===== src/rtl/mem_arbiter.sv =====
`default_nettype none
// mem_arbiter: MEM-over-IF fixed-priority arbiter for one external SRAM, with LB extract and SB lane steering.
// Optional MEM_ARB_ALIGN_EXC_EN: misaligned word accesses complete at once with mem_addr_err instead of an SRAM cycle.
module mem_arbiter #(
  parameter int WAIT_CYCLES = 1,
  parameter int ADDR_W      = 20
) (
  input  logic              clk,
  input  logic              rst_n,
  input  logic              if_req,
  input  logic [31:0]       if_addr,
  output logic [31:0]       if_rdata,
  output logic              if_done,
  output logic              if_stall,
  input  logic [3:0]        mem_mode,
  input  logic [31:0]       mem_addr,
  input  logic [31:0]       mem_wdata,
  output logic [31:0]       mem_rdata,
  output logic              mem_done,
  output logic              mem_stall,
  output logic              mem_addr_err,
  output logic [ADDR_W-1:0] sram_addr,
  output logic [31:0]       sram_wdata,
  input  logic [31:0]       sram_rdata,
  output logic [3:0]        sram_be_n,
  output logic              sram_ce_n,
  output logic              sram_oe_n,
  output logic              sram_we_n
);

  // IO mode codes, mirroring the pipeline's shared defines
  localparam logic [3:0] IO_NOP = 4'd0;
  localparam logic [3:0] IO_LB  = 4'd1;
  localparam logic [3:0] IO_LW  = 4'd2;
  localparam logic [3:0] IO_SB  = 4'd3;
  localparam logic [3:0] IO_SW  = 4'd4;
  localparam logic [3:0] C_WAIT = 4'(WAIT_CYCLES);

  typedef enum logic [1:0] {
    S_IDLE   = 2'd0,
    S_ACCESS = 2'd1,
    S_DONE   = 2'd2
  } state_t;

  state_t            r_state, w_state_nxt;
  logic [3:0]        r_cnt, w_cnt_nxt;
  logic              r_is_mem, w_is_mem_nxt;
  logic              r_rd, w_rd_nxt;
  logic              r_byte, w_byte_nxt;
  logic [1:0]        r_lane, w_lane_nxt;
  logic [ADDR_W-1:0] r_sram_addr, w_addr_nxt;
  logic [31:0]       r_sram_wdata, w_wdata_nxt;
  logic [3:0]        r_sram_be_n, w_be_n_nxt;
  logic              r_ce_n, w_ce_n_nxt;
  logic              r_oe_n, w_oe_n_nxt;
  logic              r_we_n, w_we_n_nxt;
  logic [31:0]       r_if_rdata, w_if_rdata_nxt;
  logic [31:0]       r_mem_rdata, w_mem_rdata_nxt;
  logic              r_if_done, w_if_done_nxt;
  logic              r_mem_done, w_mem_done_nxt;
  logic              r_addr_err, w_addr_err_nxt;

  logic              w_mem_req;
  logic              w_mem_wr;
  logic              w_mem_byte;
  logic              w_misalign;
  logic [7:0]        w_rd_byte;
  logic [31:0]       w_load_data;
  logic              w_unused_bits;

  // Unknown non-NOP codes are still requests; they behave as word reads
  assign w_mem_req  = (mem_mode != IO_NOP);
  assign w_mem_wr   = (mem_mode == IO_SB) || (mem_mode == IO_SW);
  assign w_mem_byte = (mem_mode == IO_LB) || (mem_mode == IO_SB);

`ifdef MEM_ARB_ALIGN_EXC_EN
  assign w_misalign   = w_mem_req ? (~w_mem_byte & (|mem_addr[1:0])) : (|if_addr[1:0]);
  assign mem_addr_err = r_addr_err;
`else
  assign w_misalign   = 1'b0;
  assign mem_addr_err = 1'b0;
`endif

  assign w_unused_bits = ^{if_addr[31:ADDR_W+2], if_addr[1:0], mem_addr[31:ADDR_W+2], r_addr_err};

  always_comb begin
    w_rd_byte = sram_rdata[7:0];
    case (r_lane)
      2'd0:    w_rd_byte = sram_rdata[7:0];
      2'd1:    w_rd_byte = sram_rdata[15:8];
      2'd2:    w_rd_byte = sram_rdata[23:16];
      2'd3:    w_rd_byte = sram_rdata[31:24];
      default: w_rd_byte = sram_rdata[7:0];
    endcase
  end

  assign w_load_data = r_byte ? {{24{w_rd_byte[7]}}, w_rd_byte} : sram_rdata;

  always_comb begin
    w_state_nxt     = r_state;
    w_cnt_nxt       = r_cnt;
    w_is_mem_nxt    = r_is_mem;
    w_rd_nxt        = r_rd;
    w_byte_nxt      = r_byte;
    w_lane_nxt      = r_lane;
    w_addr_nxt      = r_sram_addr;
    w_wdata_nxt     = r_sram_wdata;
    w_be_n_nxt      = r_sram_be_n;
    w_ce_n_nxt      = r_ce_n;
    w_oe_n_nxt      = r_oe_n;
    w_we_n_nxt      = r_we_n;
    w_if_rdata_nxt  = r_if_rdata;
    w_mem_rdata_nxt = r_mem_rdata;
    w_if_done_nxt   = 1'b0;
    w_mem_done_nxt  = 1'b0;
    w_addr_err_nxt  = 1'b0;

    case (r_state)
      S_IDLE: begin
        if (w_mem_req || if_req) begin
          w_is_mem_nxt = w_mem_req;
          w_rd_nxt     = ~(w_mem_req & w_mem_wr);
          w_byte_nxt   = w_mem_req & w_mem_byte;
          w_lane_nxt   = w_mem_req ? mem_addr[1:0] : 2'b00;
          if (w_misalign) begin
            // Trapped access: no SRAM cycle, straight to the completion pulse
            w_state_nxt    = S_DONE;
            w_mem_done_nxt = w_mem_req;
            w_addr_err_nxt = w_mem_req;
            w_if_done_nxt  = ~w_mem_req;
            if (!w_mem_req) begin
              w_if_rdata_nxt = 32'd0;
            end
          end else begin
            w_state_nxt = S_ACCESS;
            w_cnt_nxt   = C_WAIT;
            w_ce_n_nxt  = 1'b0;
            w_addr_nxt  = w_mem_req ? mem_addr[ADDR_W+1:2] : if_addr[ADDR_W+1:2];
            if (w_mem_req && w_mem_wr) begin
              w_we_n_nxt  = 1'b0;
              w_be_n_nxt  = w_mem_byte ? ~(4'b0001 << mem_addr[1:0]) : 4'b0000;
              w_wdata_nxt = w_mem_byte ? {4{mem_wdata[7:0]}} : mem_wdata;
            end else begin
              w_oe_n_nxt = 1'b0;
              w_be_n_nxt = 4'b0000;
            end
          end
        end
      end
      S_ACCESS: begin
        if (r_cnt == 4'd0) begin
          w_state_nxt = S_DONE;
          w_ce_n_nxt  = 1'b1;
          w_oe_n_nxt  = 1'b1;
          w_we_n_nxt  = 1'b1;
          w_be_n_nxt  = 4'b1111;
          if (r_is_mem) begin
            w_mem_done_nxt = 1'b1;
            if (r_rd) begin
              w_mem_rdata_nxt = w_load_data;
            end
          end else begin
            w_if_done_nxt  = 1'b1;
            w_if_rdata_nxt = sram_rdata;
          end
        end else begin
          w_cnt_nxt = r_cnt - 4'd1;
        end
      end
      S_DONE:  w_state_nxt = S_IDLE;
      default: w_state_nxt = S_IDLE;
    endcase
  end

  always_ff @(posedge clk or negedge rst_n) begin
    if (!rst_n) begin
      r_state      <= S_IDLE;
      r_cnt        <= 4'd0;
      r_is_mem     <= 1'b0;
      r_rd         <= 1'b0;
      r_byte       <= 1'b0;
      r_lane       <= 2'b00;
      r_sram_addr  <= '0;
      r_sram_wdata <= 32'd0;
      r_sram_be_n  <= 4'b1111;
      r_ce_n       <= 1'b1;
      r_oe_n       <= 1'b1;
      r_we_n       <= 1'b1;
      r_if_rdata   <= 32'd0;
      r_mem_rdata  <= 32'd0;
      r_if_done    <= 1'b0;
      r_mem_done   <= 1'b0;
      r_addr_err   <= 1'b0;
    end else begin
      r_state      <= w_state_nxt;
      r_cnt        <= w_cnt_nxt;
      r_is_mem     <= w_is_mem_nxt;
      r_rd         <= w_rd_nxt;
      r_byte       <= w_byte_nxt;
      r_lane       <= w_lane_nxt;
      r_sram_addr  <= w_addr_nxt;
      r_sram_wdata <= w_wdata_nxt;
      r_sram_be_n  <= w_be_n_nxt;
      r_ce_n       <= w_ce_n_nxt;
      r_oe_n       <= w_oe_n_nxt;
      r_we_n       <= w_we_n_nxt;
      r_if_rdata   <= w_if_rdata_nxt;
      r_mem_rdata  <= w_mem_rdata_nxt;
      r_if_done    <= w_if_done_nxt;
      r_mem_done   <= w_mem_done_nxt;
      r_addr_err   <= w_addr_err_nxt;
    end
  end

  assign if_rdata   = r_if_rdata;
  assign if_done    = r_if_done;
  assign if_stall   = if_req & ~r_if_done;
  assign mem_rdata  = r_mem_rdata;
  assign mem_done   = r_mem_done;
  assign mem_stall  = w_mem_req & ~r_mem_done;
  assign sram_addr  = r_sram_addr;
  assign sram_wdata = r_sram_wdata;
  assign sram_be_n  = r_sram_be_n;
  assign sram_ce_n  = r_ce_n;
  assign sram_oe_n  = r_oe_n;
  assign sram_we_n  = r_we_n;

endmodule
`default_nettype wire


===== config.mk =====
export PLATFORM = sky130hd
export DESIGN_NAME = mem_arbiter
export DESIGN_NICKNAME = d
export VERILOG_FILES = /design/src/rtl/mem_arbiter.sv
export SDC_FILE = /design/constraint.sdc
export NUM_CORES = 1
export LEC_CHECK = 0
export BUFFER_PORTS_ARGS = -buffer_cell sky130_fd_sc_hd__clkbuf_2
export CORE_UTILIZATION = 40
export DETAILED_ROUTE_END_ITERATION = 12
export GPL_TIMING_DRIVEN = 0
export PLACE_DENSITY = 0.7
export SETUP_SLACK_MARGIN = 0.2
export SYNTH_ARGS = -nofsm -noshare
export SYNTH_HDL_FRONTEND = slang
export SYNTH_SLANG_ARGS = --single-unit

===== constraint.sdc =====
create_clock -name clk -period 2.8 [get_ports clk]
set_input_delay 0 -clock clk [delete_from_list [all_inputs] [get_ports clk]]
set_output_delay 0 -clock clk [all_outputs]
set_load 0.03 [all_outputs]

## Word level (Yosys, flattened, before mapping)

Cells that the tools add are included.

| word-level totals | value |
|---|---|
| flip-flop bits (word level) | 136 |
| bits of input ports | 135 |
| output and inout bits | 128 |
| logic and storage cells | 88 |

| operators by class | value |
|---|---|
| $add $sub $neg | 1 |
| equality and inequality tests | 12 |
| shifts and indexed selects | 1 |
| muxes and demuxes | 31 |
| bitwise gates (word level) | 9 |
| reductions and logical operators | 18 |

Operators with widths:

| operator | count |
|---|---|
| $mux W32 | 2 |
| $pmux W8 S4 | 1 |
| $mux W4 | 6 |
| $mux W20 | 1 |
| $pmux W4 S2 | 2 |
| $mux W1 | 12 |
| $reduce_and A3 Y1 | 4 |
| $reduce_and A4 Y1 | 3 |
| $ne A2 B2 Y1 const B | 5 |
| $mux W2 | 3 |
| $pmux W1 S2 | 3 |
| $and A1 B1 Y1 | 4 |
| $eq A2 B1 Y1 const B | 2 |
| $eq A2 B2 Y1 const B | 2 |
| $eq A4 B1 Y1 const B | 1 |
| $eq A4 B2 Y1 const B | 1 |
| $eq A4 B3 Y1 const B | 1 |
| $logic_not A2 Y1 | 2 |
| $logic_not A4 Y1 | 1 |
| $not A1 Y1 | 4 |
| $not A4 Y4 | 1 |
| $pmux W2 S2 | 1 |
| $reduce_and A2 Y1 | 2 |
| $reduce_bool A4 Y1 | 1 |
| other kinds (5) | 7 |

## Logic depth before layout (Yosys ltp)

Gate-level depths: netlist of the first run.

| logic depth | value |
|---|---|
| word-level depth | 6 |
| gate-level depth with buffers | 8 |
| mapped depth without buffers | 6 |

## Worst setup path after synthesis of the first run

Ideal clock, no wire load.

| timing | value |
|---|---|
| kind | register -> register |
| start point | register r_cnt[0] |
| end point | register r_if_rdata[0] (netlist: if_rdata[0]) |
| library setup time | 0.125 ns |
| data arrival time | 1.792 ns |
| data required time | 2.675 ns |
| setup slack | 0.883 ns |
| cell stages (with the launch flop) | 9 |
| buffers on the path | 2 |
| clock period less this slack | 1.917 ns |
| path through | dfrtp_1 -> inv_1 -> ha_1 -> nor3b_4 -> and3_1 -> nor2b_1 -> buf_4 -> buf_6 -> mux2_2 |

| between the ends | value |
|---|---|
| word-level cells in the longest chain between the ends | 2 |

Ends and longest elaborated chain:

| what | RTL line | text |
|---|---|---|
| from (decl) | 46 | `logic [3:0] r_cnt, w_cnt_nxt;` |
| from (signal assigned) | 196 | `r_cnt <= w_cnt_nxt;` |
| $logic_not A4 Y1 | 151 | `if (r_cnt == 4'd0) begin` |
| $reduce_and A3 Y1 (no source line) | - |  |
| to (signal assigned) | 207 | `r_if_rdata <= w_if_rdata_nxt;` |
| to (decl) | 57 | `logic [31:0] r_if_rdata, w_if_rdata_nxt;` |

Every way passes these cells.
A chain may end at the register's enable or synchronous reset.

## Worst setup path in the final report of the first run

| timing | value |
|---|---|
| start point | input port mem_mode[1] |
| end point | register r_sram_addr[17] (netlist: sram_addr[17]) |

| between the ends | value |
|---|---|
| word-level cells in the longest chain between the ends | 3 |
| elaborated cells on any way between the ends | 4 |
| classes of those cells | mux: 1; reduce/logical: 3 |

Ends and longest elaborated chain:

| what | RTL line | text |
|---|---|---|
| from (decl) | 15 | `input logic [3:0] mem_mode,` |
| $reduce_bool A4 Y1 (*) | 72 | `assign w_mem_req = (mem_mode != IO_NOP);` |
| $logic_or A1 B1 Y1 | 120 | `if (w_mem_req \|\| if_req) begin` |
| $reduce_and A2 Y1 (no source line) | - |  |
| to (signal assigned) | 201 | `r_sram_addr <= w_addr_nxt;` |
| to (decl) | 51 | `logic [ADDR_W-1:0] r_sram_addr, w_addr_nxt;` |

Every way passes the cells marked *; elsewhere a longest branch is shown, timed or not.

==> results of run 1 <==
==> flip-flops by register name, summed over array words and instances, names as in the netlist <==
register	count
mem_done	1
sram_addr	20
r_rd	1
sram_oe_n	1
sram_we_n	1
sram_wdata	32
r_is_mem	1
sram_ce_n	1
mem_rdata	32
r_lane	2
r_cnt	4
sram_be_n	4
r_byte	1
if_rdata	32
r_state	2
if_done	1
==> metrics by stage <==
stage	setup slack, ns	area (um^2)	hold WS [ns]
global route	0.404	9070	0.0403
global placement	-0.578	7340	0.246
detailed placement	0.652	7370	-0.0333
CTS	0.240	9060	0.00313
floorplan	0.883	5910	-0.296
finish	0.480	9070	0.0248
==> worst max-delay path by stage <==
stage                    end  cells past startpoint   startpoint
2_1_floorplan    if_rdata[0]                      8     r_cnt[0]
3_3_place_gp   sram_addr[18]                      1        rst_n
3_5_place_dp    if_rdata[22]                      8     r_cnt[0]
4_1_cts        sram_addr[17]                      7  mem_mode[1]
5_1_grt        sram_addr[17]                      7  mem_mode[1]
6_report       sram_addr[17]                      7  mem_mode[1]
==> cells in the mapped netlist, drive strengths merged <==
cell type	number
dfrtp	129
nand2	58
nor2	55
a21oi	54
mux2	48
o21ai	34
a31oi	25
clkbuf	21
buf	20
o22ai	20
and2	10
nor3	8
dfstp	7
mux2i	7
inv	6
o2bb2ai	6
nor2b	4
o21a	4
a22o	3
nor3b	3
a32o	2
ha	2
o31ai	2
a21o	1
a22oi	1
a2bb2oi	1
and3	1
and3b	1
and4	1
clkinv	1
conb	1
mux4	1
nand2b	1
nand3b	1
nor4	1
nor4b	1
o221ai	1
or3b	1
or4	1
==> critical path, cell delays in order <==
cell           delay [ns]
dlygate4sd3_1        0.55
clkbuf_2             0.14
nor4_2               0.60
clkbuf_1             0.46
o22ai_1              0.15
dlygate4sd3_1        0.61
a21oi_1              0.15
==> cell families (layout without fill, tap and decap cells) <==
kind of cell	after synthesis	count (layout)
AOI/OAI and AO/OA	154	154
other	1	1
and+or+nand+nor	147	147
buffers and inverters	48	433
adders and majority gates	2	2
muxes	56	56
DFF	136	136
==> layer usage <==
layer,part of all wire (%),GRT usage [%]
met1,40,29.5
met2,50,43.9
met3,7.3,6.50
met4,3.2,13.3
met5,0,0
==> power by group <==
part,leakage [nW],internal (mW),total (mW),switching [mW]
Clock,0.270,1.21,2.10,0.890
Sequential,1.61,2.96,3.51,0.549
Combinational,2.49,1.74,5.15,3.41
==> cell type report <==
type | instances | area (um^2)
Fill cell | 1173 | 5410
Sequential cell | 136 | 3410
Timing Repair Buffer | 353 | 2360
Multi-Input combinational cell | 360 | 2260
Clock buffer | 20 | 467
Tap cell | 184 | 230
Buffer | 41 | 220
Clock inverter | 12 | 90.1
Inverter | 7 | 26.3
==> repair_timing <==
item / CTS / global route
setup buffers: 0 / 0
hold buffers: 113 / 0
hold endpoints to repair: 245 / 0
gates resized for setup: 0 / 1
endpoints found under the setup margin: 0 / 18
==> results.md, run 1 <==
* Status: completed
* XOR/XNOR Fraction of Synth Area at 0%
* Placed cell count at 968
* Vias/cell at 5.23
* CTS tree: built
* MaxCap Viol Count at 0
* R2r startpoint: r_cnt[0]
* I/O pin cnt at 263
* Combinational family with the most area after synthesis: compound AO/OA/AOI/OAI gates
* Nets@finish at 1,053
* Gr usage total at 25.6%
* CP Launch Type: primary input
* Post-synthesis mux area share at 10.7%
* Initial Util at 40.8%
* Most frequent cells in the layout: clkbuf_2 (238), dfrtp_1 (129), dlygate4sd3_1 (113)
* Synth Area per Inst at 10.9 um^2
* Fin. Hold Viols at 0
* Drt total wl at 19,400 um
* Hold path cells at 5
* Final setup vio count at 0
* Synth Cell Area at 0.00591 mm^2
* # diodes at 0
* Die Height at 124 um
* Yosys reg bits at 136
* Final routed DRC violation total at 0
* Area grow syn2layout at 53.4%
* Final GP Congestion at 0.827
* Adder-cell area share of the yosys netlist at 0.423%
* CTS Sinks at 136
* CTS Buf Count at 17
* CP endpoint kind: flip-flop
* Max clock buf depth at 2
* CTS clk-pin slew, worst paths at 0.06 ns
* Clock Skew at 0.00911 ns
* Reg2reg path depth at 8
* Clock Tree Root: clkbuf_16
* Worst reg2reg endpoint: mem_rdata[27]
* Die W at 124 um
* Post-synth top area cell: dfrtp_1
* PD cells at 1190 mW/mm^2
* Min-delay worst type: primary input to flip-flop
* Post-route ant nets at 0
* H-Tree Depth at 4
* HPWL Detailed at 12,500 um
* Synth Warn # at 0
* CP Max Fanout at 10
* Post-synthesis compound-gate area fraction at 15.6%
* Crit Path Category: primary input to flip-flop
* Post-Synth Simple-Gate Area at 11.3%
* Wirelength per Cell at 17.4 um
* Required time worst endpoint at 3.15 ns
* Worst Hold Launch: mem_mode[0]
* Core ar. at 0.0145 mm^2
* FF-to-FF setup slack at 0.63 ns
* Skew-Pair Late Insertion Delay at 0.42 ns
* Ranking of synthesized cells by area: dfrtp_1 (55%), mux2_2 (9.1%), a21oi_1 (4.6%)
* F_max at 431 MHz
* Initial DRT Pass Iterations at 5
* Top-area cell type share of the netlist area at 54.6%
* Peak supply drop at 0.571 mV
* Initial antenna violation count at 0
* Worst Path Arrival at 2.67 ns
* Cell variety after synth at 46
* Slew Limit Fails at 0
* RSZ-0062 raised after global routing: false
* Hold EP: sram_be_n[0]
* Finished Layout Cells at 1,113
* TNS Setup at 0 ns
* Syn Nets at 681
* Final worst path period share at 82.9%
* Count of buffers from port buffering at 239
* Util after Layout at 62.6%
* Total power at 10.8 mW
* Pleak at 4.37 nW
* Seq/Total Area, Yosys at 57.7%
* Largest net degree at the start of global routing at 90
* Rows at 44
* Routed via count at 5,816
* Most common cell after layout, fill and taps aside: clkbuf_2
* First DRT Iteration DRCs at 351
* Die ar. at 0.0153 mm^2
* First-pass GRT wire length at 29,300 um
* Synth Instances at 544
* Vias in the first global route at 5,771
* Worst-margin pin slew at 1.17 ns
* GR Overflow Total at 0
* Layout cells sized above 1 at 38.3%
* Max_slew headroom at 22.1%
* Tmin final at 2.32 ns
(Power assumes the default switching activity.)
==> run 2, diff against run 1 <==
==> constraint.sdc (replaced) <==
create_clock -name clk -period 2.25 [get_ports clk]
set_input_delay 0 -clock clk [delete_from_list [all_inputs] [get_ports clk]]
set_output_delay 0 -clock clk [all_outputs]
set_load 0.03 [all_outputs]
==> run 2 against run 1 <==
Effect of this change:
- die area stayed put
- clock-buffer cell count is the same
- hold slack improved by 0.0060 ns
==> results.md, run 2 (synthesized netlist as in run 1, its figures left out) <==
* Vias in the first global route at 5,768 (-0.052%)
* MaxCap Viol Count at 0 (unchanged)
* I/O pin cnt at 263 (unchanged)
* Required time worst endpoint at 2.56 ns (-0.59 ns)
* CTS Buf Count at 17 (unchanged)
* Worst Path Arrival at 2.31 ns (-0.36 ns)
* CP Max Fanout at 5 (-5)
* Drt total wl at 20,300 um (+4.7%)
* CTS tree: built
* First DRT Iteration DRCs at 415 (+18%)
* First-pass GRT wire length at 29,400 um (+0.28%)
* Placed cell area at 0.00737 mm^2 (unchanged)
* Core ar. at 0.0145 mm^2 (unchanged)
* PD cells at 1470 mW/mm^2 (+24%)
* Max_slew headroom at 20.6% (-1.4 points)
* Crit path to: if_rdata[29]
* Reg2reg path depth at 8 (unchanged)
* Post-route ant nets at 0 (unchanged)
* Final setup vio count at 0 (unchanged)
* Final GP Congestion at 0.827 (unchanged)
* CTS clk-pin slew, worst paths at 0.06 ns (about the same)
* Skew-Pair Late Insertion Delay at 0.42 ns (about the same)
* Layout cells sized above 1 at 40.1% (+1.8 points)
* Status: completed
* Tmin final at 2.01 ns
* Largest net degree at the start of global routing at 90 (unchanged)
* TNS Setup at 0 ns (unchanged)
* Gr usage total at 25.7% (+0.033 points)
* Crit Path Category: flip-flop to flip-flop
* Vias/cell at 5.30 (+1.5%)
* CTS Sinks at 136 (unchanged)
* Final routed DRC violation total at 0 (unchanged)
* Most common cell after layout, fill and taps aside: clkbuf_2
* Worst setup startpoint: r_cnt[1]
* # diodes at 0 (unchanged)
* R2r startpoint: r_cnt[1]
* Wirelength per Cell at 18.0 um (+3.4%)
* Initial Util at 40.8% (unchanged)
* Post-route cell area at 0.00932 mm^2 (+2.7%)
* RSZ-0062 raised after global routing: true
* Clock Tree Root: clkbuf_16
* Nets@finish at 1,067 (+1.3%)
* FF-to-FF setup slack at 0.24 ns (-0.39 ns)
* Fillers at 1,127 (-3.9%)
* Initial DRT Pass Iterations at 5 (unchanged)
* Min-delay worst type: primary input to flip-flop
* Rows at 44 (unchanged)
* Count of buffers from port buffering at 239 (unchanged)
* Worst-margin pin slew at 1.19 ns (+0.0215 ns)
* Most frequent cells in the layout: clkbuf_2 (241), dfrtp_1 (129), dlygate4sd3_1 (113)
* Clock Skew at 0.00898 ns (-0.000132 ns)
* Final worst path period share at 89.2%
* Slew Limit Fails at 0 (unchanged)
* Fin Hold WS at 0.0307 ns (+0.00596 ns)
* F_max at 498 MHz
* H-Tree Depth at 4 (unchanged)
* CP Launch Type: flip-flop
* Die Height at 124 um (unchanged)
* Peak supply drop at 0.710 mV (+24%)
* Worst reg2reg endpoint: if_rdata[29]
* Total power at 13.7 mW (+28%)
* Die ar. at 0.0153 mm^2 (unchanged)
* Pleak at 4.49 nW (+2.8%)
* Area of the multi-input gates at 0.00231 mm^2 (+2.4%)
* Initial antenna violation count at 0 (unchanged)
* Max clock buf depth at 2 (unchanged)
* Die W at 124 um (unchanged)
* Register area at 0.00341 mm^2 (unchanged)
* Fin. Hold Viols at 0 (unchanged)
* GR Overflow Total at 0 (unchanged)
* HPWL Detailed at 12,500 um (unchanged)
* CP endpoint kind: flip-flop
* Routed via count at 5,976 (+2.8%)
* Area grow syn2layout at 57.6%
[run 2: changes by cell type in the layout (fill, tap and decap cells not counted), moves of 3 or more]
cell / previous run / this run
clkbuf_1: 21 / 18
buf_8: 0 / 3
clkbuf_2: 238 / 241
mux2_2: 48 / 40
mux2_4: 0 / 8
buf_4: 4 / 13
clkbuf_16: 17 / 20
[run 2: worst max-delay path, cell delays in order, from the launching register on]
cell and delay, ns:
dfrtp_1 0.40, inv_2 0.10, ha_4 0.14, nor3b_4 0.20, and3_4 0.21, nor2b_4 0.18, buf_8 0.17, clkbuf_16 0.16
mux2_2 0.34
[run 2: repair_timing]
item	4_1_cts	5_1_grt
setup endpoints to repair	55	73
resized for setup	0	32
pin swaps	0	2
gates cloned	0	4
endpoints found under the hold margin	245	0
buffers inserted	1	9
hold buffers	113	0
[run 2: layer usage]
| layer | vias to the layer above | routed length, um | track usage, % |
|---|---|---|---|
| met5 | - | 0 | 0 |
| met1 | 2877 | 7920 | 29.8 |
| met4 | 0 | 673 | 13.3 |
| met2 | 336 | 10100 | 43.9 |
| met3 | 65 | 1580 | 6.27 |
| li1 | 2698 | - | - |
[run 2: worst min path at each step]
stage / startpoint / end / slack (ns) / cells after the start
after floorplan: rst_n / if_done / -0.30 / 0
after global placement: mem_wdata[1] / sram_wdata[1] / 0.25 / 2
after detailed placement: rst_n / if_rdata[10] / -0.03 / 1
after CTS: mem_mode[0] / sram_be_n[2] / 0.003 / 5
after global routing: mem_mode[0] / sram_be_n[2] / 0.05 / 5
final: mem_mode[0] / sram_be_n[2] / 0.03 / 5
[run 2: layout make-up]
type                       instances  area share, %
buffer                            41           2.71
multi-input combinational        360           24.8
inverter                           7          0.282
tap                              184           2.47
sequential                       136           36.6
clock inverter                    12          0.967
timing repair buffer             367           27.1
clock buffer                      20           5.01
[run 2: report_power, final]
part,switching [mW],internal [mW]
Combinational,4.36,2.37
Clock,1.11,1.51
Sequential,0.702,3.68
[run 2: per-stage QoR]
step	util [%]	setup slack, ns	std cells
2_1_floorplan	-	0.333	544
3_3_place_gp	50.7	-1.13	967
3_5_place_dp	50.9	0.102	968
4_1_cts	62.6	0.208	1114
5_1_grt	64.3	0.169	1127
6_report	64.3	0.243	1127
==> run 3, diff against run 2 <==
--- a/config.mk
+++ b/config.mk
@@ -10,6 +10,7 @@
 export DETAILED_ROUTE_END_ITERATION = 12
 export GPL_TIMING_DRIVEN = 0
 export PLACE_DENSITY = 0.7
+export REMOVE_ABC_BUFFERS = 1
 export SETUP_SLACK_MARGIN = 0.2
 export SYNTH_ARGS = -nofsm -noshare
 export SYNTH_HDL_FRONTEND = slang
==> run 3 against run 2 <==
Effect of this change:
- hold slack better by 0.016 ns
- wire length is 7.7% lower
- clock power is 15% higher
- final area is 0.16% lower
- non-clock buffer count is 37 lower
- register-to-register slack worse by 0.11 ns
- global-route usage is 2.4 points lower
- sequential share of layout area is 0.059 points higher
- largest power group unchanged
==> results.md, run 3 (synthesized netlist as in run 1, its figures left out) <==
* Post-route ant nets at 0 (unchanged)
* Layout cells sized above 1 at 40.2% (+0.092 points)
* Final setup vio count at 0 (unchanged)
* HPWL Detailed at 10,600 um (-15%)
* Tmin final at 2.12 ns (+0.108 ns)
* Register area at 0.00341 mm^2 (unchanged)
* CP Max Fanout at 8 (+3)
* Largest net degree at the start of global routing at 102 (+13%)
* Core ar. at 0.0145 mm^2 (unchanged)
* Max_slew headroom at 14.5% (-6.2 points)
* Rows at 44 (unchanged)
* Drt total wl at 18,700 um (-7.7%)
* Net load switching power at 6.13 mW (-0.69%)
* TNS Setup at 0 ns (unchanged)
* Placed cell count at 933 (-3.6%)
* Die W at 124 um (unchanged)
* Final worst path period share at 94.0% (+4.8 points)
* Count of buffers from port buffering at 239 (unchanged)
* Die ar. at 0.0153 mm^2 (unchanged)
* Net Sw Frac at 43.3% (-1.6 points)
* Internal Power at 8.03 mW (+6.2%)
* Crit Path Category: flip-flop to flip-flop
* Final routed DRC violation total at 0 (unchanged)
* Fillers at 1,091 (-3.2%)
* First-pass GRT wire length at 27,000 um (-8.3%)
* # diodes at 0 (unchanged)
* I/O pin cnt at 263 (unchanged)
* Largest delay contributor family on the critical path: simple AND/OR/NAND/NOR gates
* Vias in the first global route at 5,386 (-6.6%)
* Skew-Pair Late Insertion Delay at 0.42 ns (about the same)
* Wirelength per Cell at 17.2 um (-4.6%)
* Area grow syn2layout at 57.4%
* Initial DRT Pass Iterations at 4 (-1)
* Finished Layout Cells at 1,090 (-3.3%)
* Most common cell after layout, fill and taps aside: clkbuf_2
* CP max stage cell: dfrtp_1
* Pleak at 4.49 nW (about the same)
* Initial antenna violation count at 0 (unchanged)
* Max incr delay on CP at 0.42 ns (+0.02 ns)
* Routed via count at 5,648 (-5.5%)
* Peak supply drop at 0.832 mV (+17%)
* Clock Skew at 0.0130 ns (+0.00405 ns)
* First DRT Iteration DRCs at 333 (-20%)
* Min-delay worst type: primary input to async pin
* CTS clk-pin slew, worst paths at 0.06 ns (about the same)
* Worst Path Arrival at 2.42 ns (+0.11 ns)
* Clock Tree Root: clkbuf_16
* PD cells at 1520 mW/mm^2 (+3.2%)
* Post-route cell area at 0.00930 mm^2 (-0.16%)
* Placed cell area at 0.00728 mm^2 (-1.3%)
* Nets@finish at 1,030 (-3.5%)
* GR Overflow Total at 0 (unchanged)
* Die Height at 124 um (unchanged)
* H-Tree Depth at 4 (unchanged)
* Vias/cell at 5.18 (-2.3%)
* Status: completed
* Gr usage total at 23.3% (-2.4 points)
* CTS Buf Count at 17 (unchanged)
* Required time worst endpoint at 2.55 ns (about the same)
* RSZ-0062 raised after global routing: true
* Most frequent cells in the layout: clkbuf_2 (238), dfrtp_1 (129), dlygate4sd3_1 (111)
* Initial Util at 40.8% (unchanged)
* Final GP Congestion at 0.776 (-6.1%)
* Critical path buffer and inverter count at 2 (-1)
* Slew Limit Fails at 0 (unchanged)
* Area of the multi-input gates at 0.00240 mm^2 (+4.0%)
* CTS tree: built
* F_max at 473 MHz (-5.1%)
* Clock share of power at 21.3% (+2.3 points)
* Fin. Hold Viols at 0 (unchanged)
* Sequential Power Share at 31.9% (about the same)
* CP Launch Type: flip-flop
* Max clock buf depth at 2 (unchanged)
* Combinational power share at 46.8% (-2.2 points)
* Cells along the critical path: inv_2 -> ha_4 -> nor3b_4 -> and3_4 -> nor2b_4 -> clkbuf_16 -> mux2_4
* MaxCap Viol Count at 0 (unchanged)
* CP endpoint kind: flip-flop
* CTS Sinks at 136 (unchanged)
* Worst-margin pin slew at 1.28 ns (+0.0924 ns)
## run 3: final timing paths
| check | start | end | slack (ns) | cells after the start |
|---|---|---|---|---|
| worst max-delay path | r_cnt[1] | if_rdata[24] | 0.13 | 7 |
| worst min-delay path | rst_n | if_rdata[12] | 0.05 | 2 |
| worst max register to register | r_cnt[1] | if_rdata[24] | 0.13 | 7 |
| worst min register to register | sram_wdata[16] | sram_wdata[16] | 0.48 | 2 |
| max in group asynchronous | rst_n | sram_be_n[1] | 1.41 | 3 |
| min in group clk | mem_mode[1] | sram_oe_n | 0.05 | 4 |
## run 3: layer usage
metal  track usage (%)  wire length, um  share of wire, %  vias to the layer above
li1                  -                -                 -                     2629
met1              27.5             7460                40                     2697
met2              39.1             9460                51                      287
met3              6.73             1420               7.6                       35
met4              10.4              364               1.9                        0
met5                 0                0                 0                        -
## run 3: repair_timing
action | CTS | global route
pin swaps | 1 | 3
hold buffers | 111 | 0
endpoints found under the setup margin | 64 | 53
gates cloned | 0 | 3
gates resized for setup | 4 | 32
setup buffers | 2 | 9
hold endpoints to repair | 251 | 0
## run 3: final cells by class
class                   instances  share of cell area [%]
clock inverters                10                    1.78
inverters                       7                   0.323
well taps                     184                    2.48
multi-input cells             360                    25.8
clock buffers                  22                    5.10
flip-flops and latches        136                    36.7
repair buffers                371                    27.8
## run 3: metrics by stage
stage	setup WS [ns]	hold slack, ns	utilization [%]	total power, mW
2_1_floorplan	-1.10	-0.296	-	8.48
3_3_place_gp	-2.36	0.246	49.1	10.3
3_5_place_dp	-0.237	-0.0755	50.3	10.5
4_1_cts	0.202	0.0416	62.5	13.7
5_1_grt	0.0962	0.0781	64.2	14.9
6_report	0.134	0.0465	64.2	14.2
## run 3: power groups by stage
stage	sequential, mW	clock (mW)	combinational (mW)
after CTS	4.46	3.06	6.22
final	4.52	3.01	6.63
after detailed placement	4.48	0	6.01
after floorplan	6.54	0	1.94
after global routing	4.68	3.18	7.08
after global placement	4.43	0	5.86
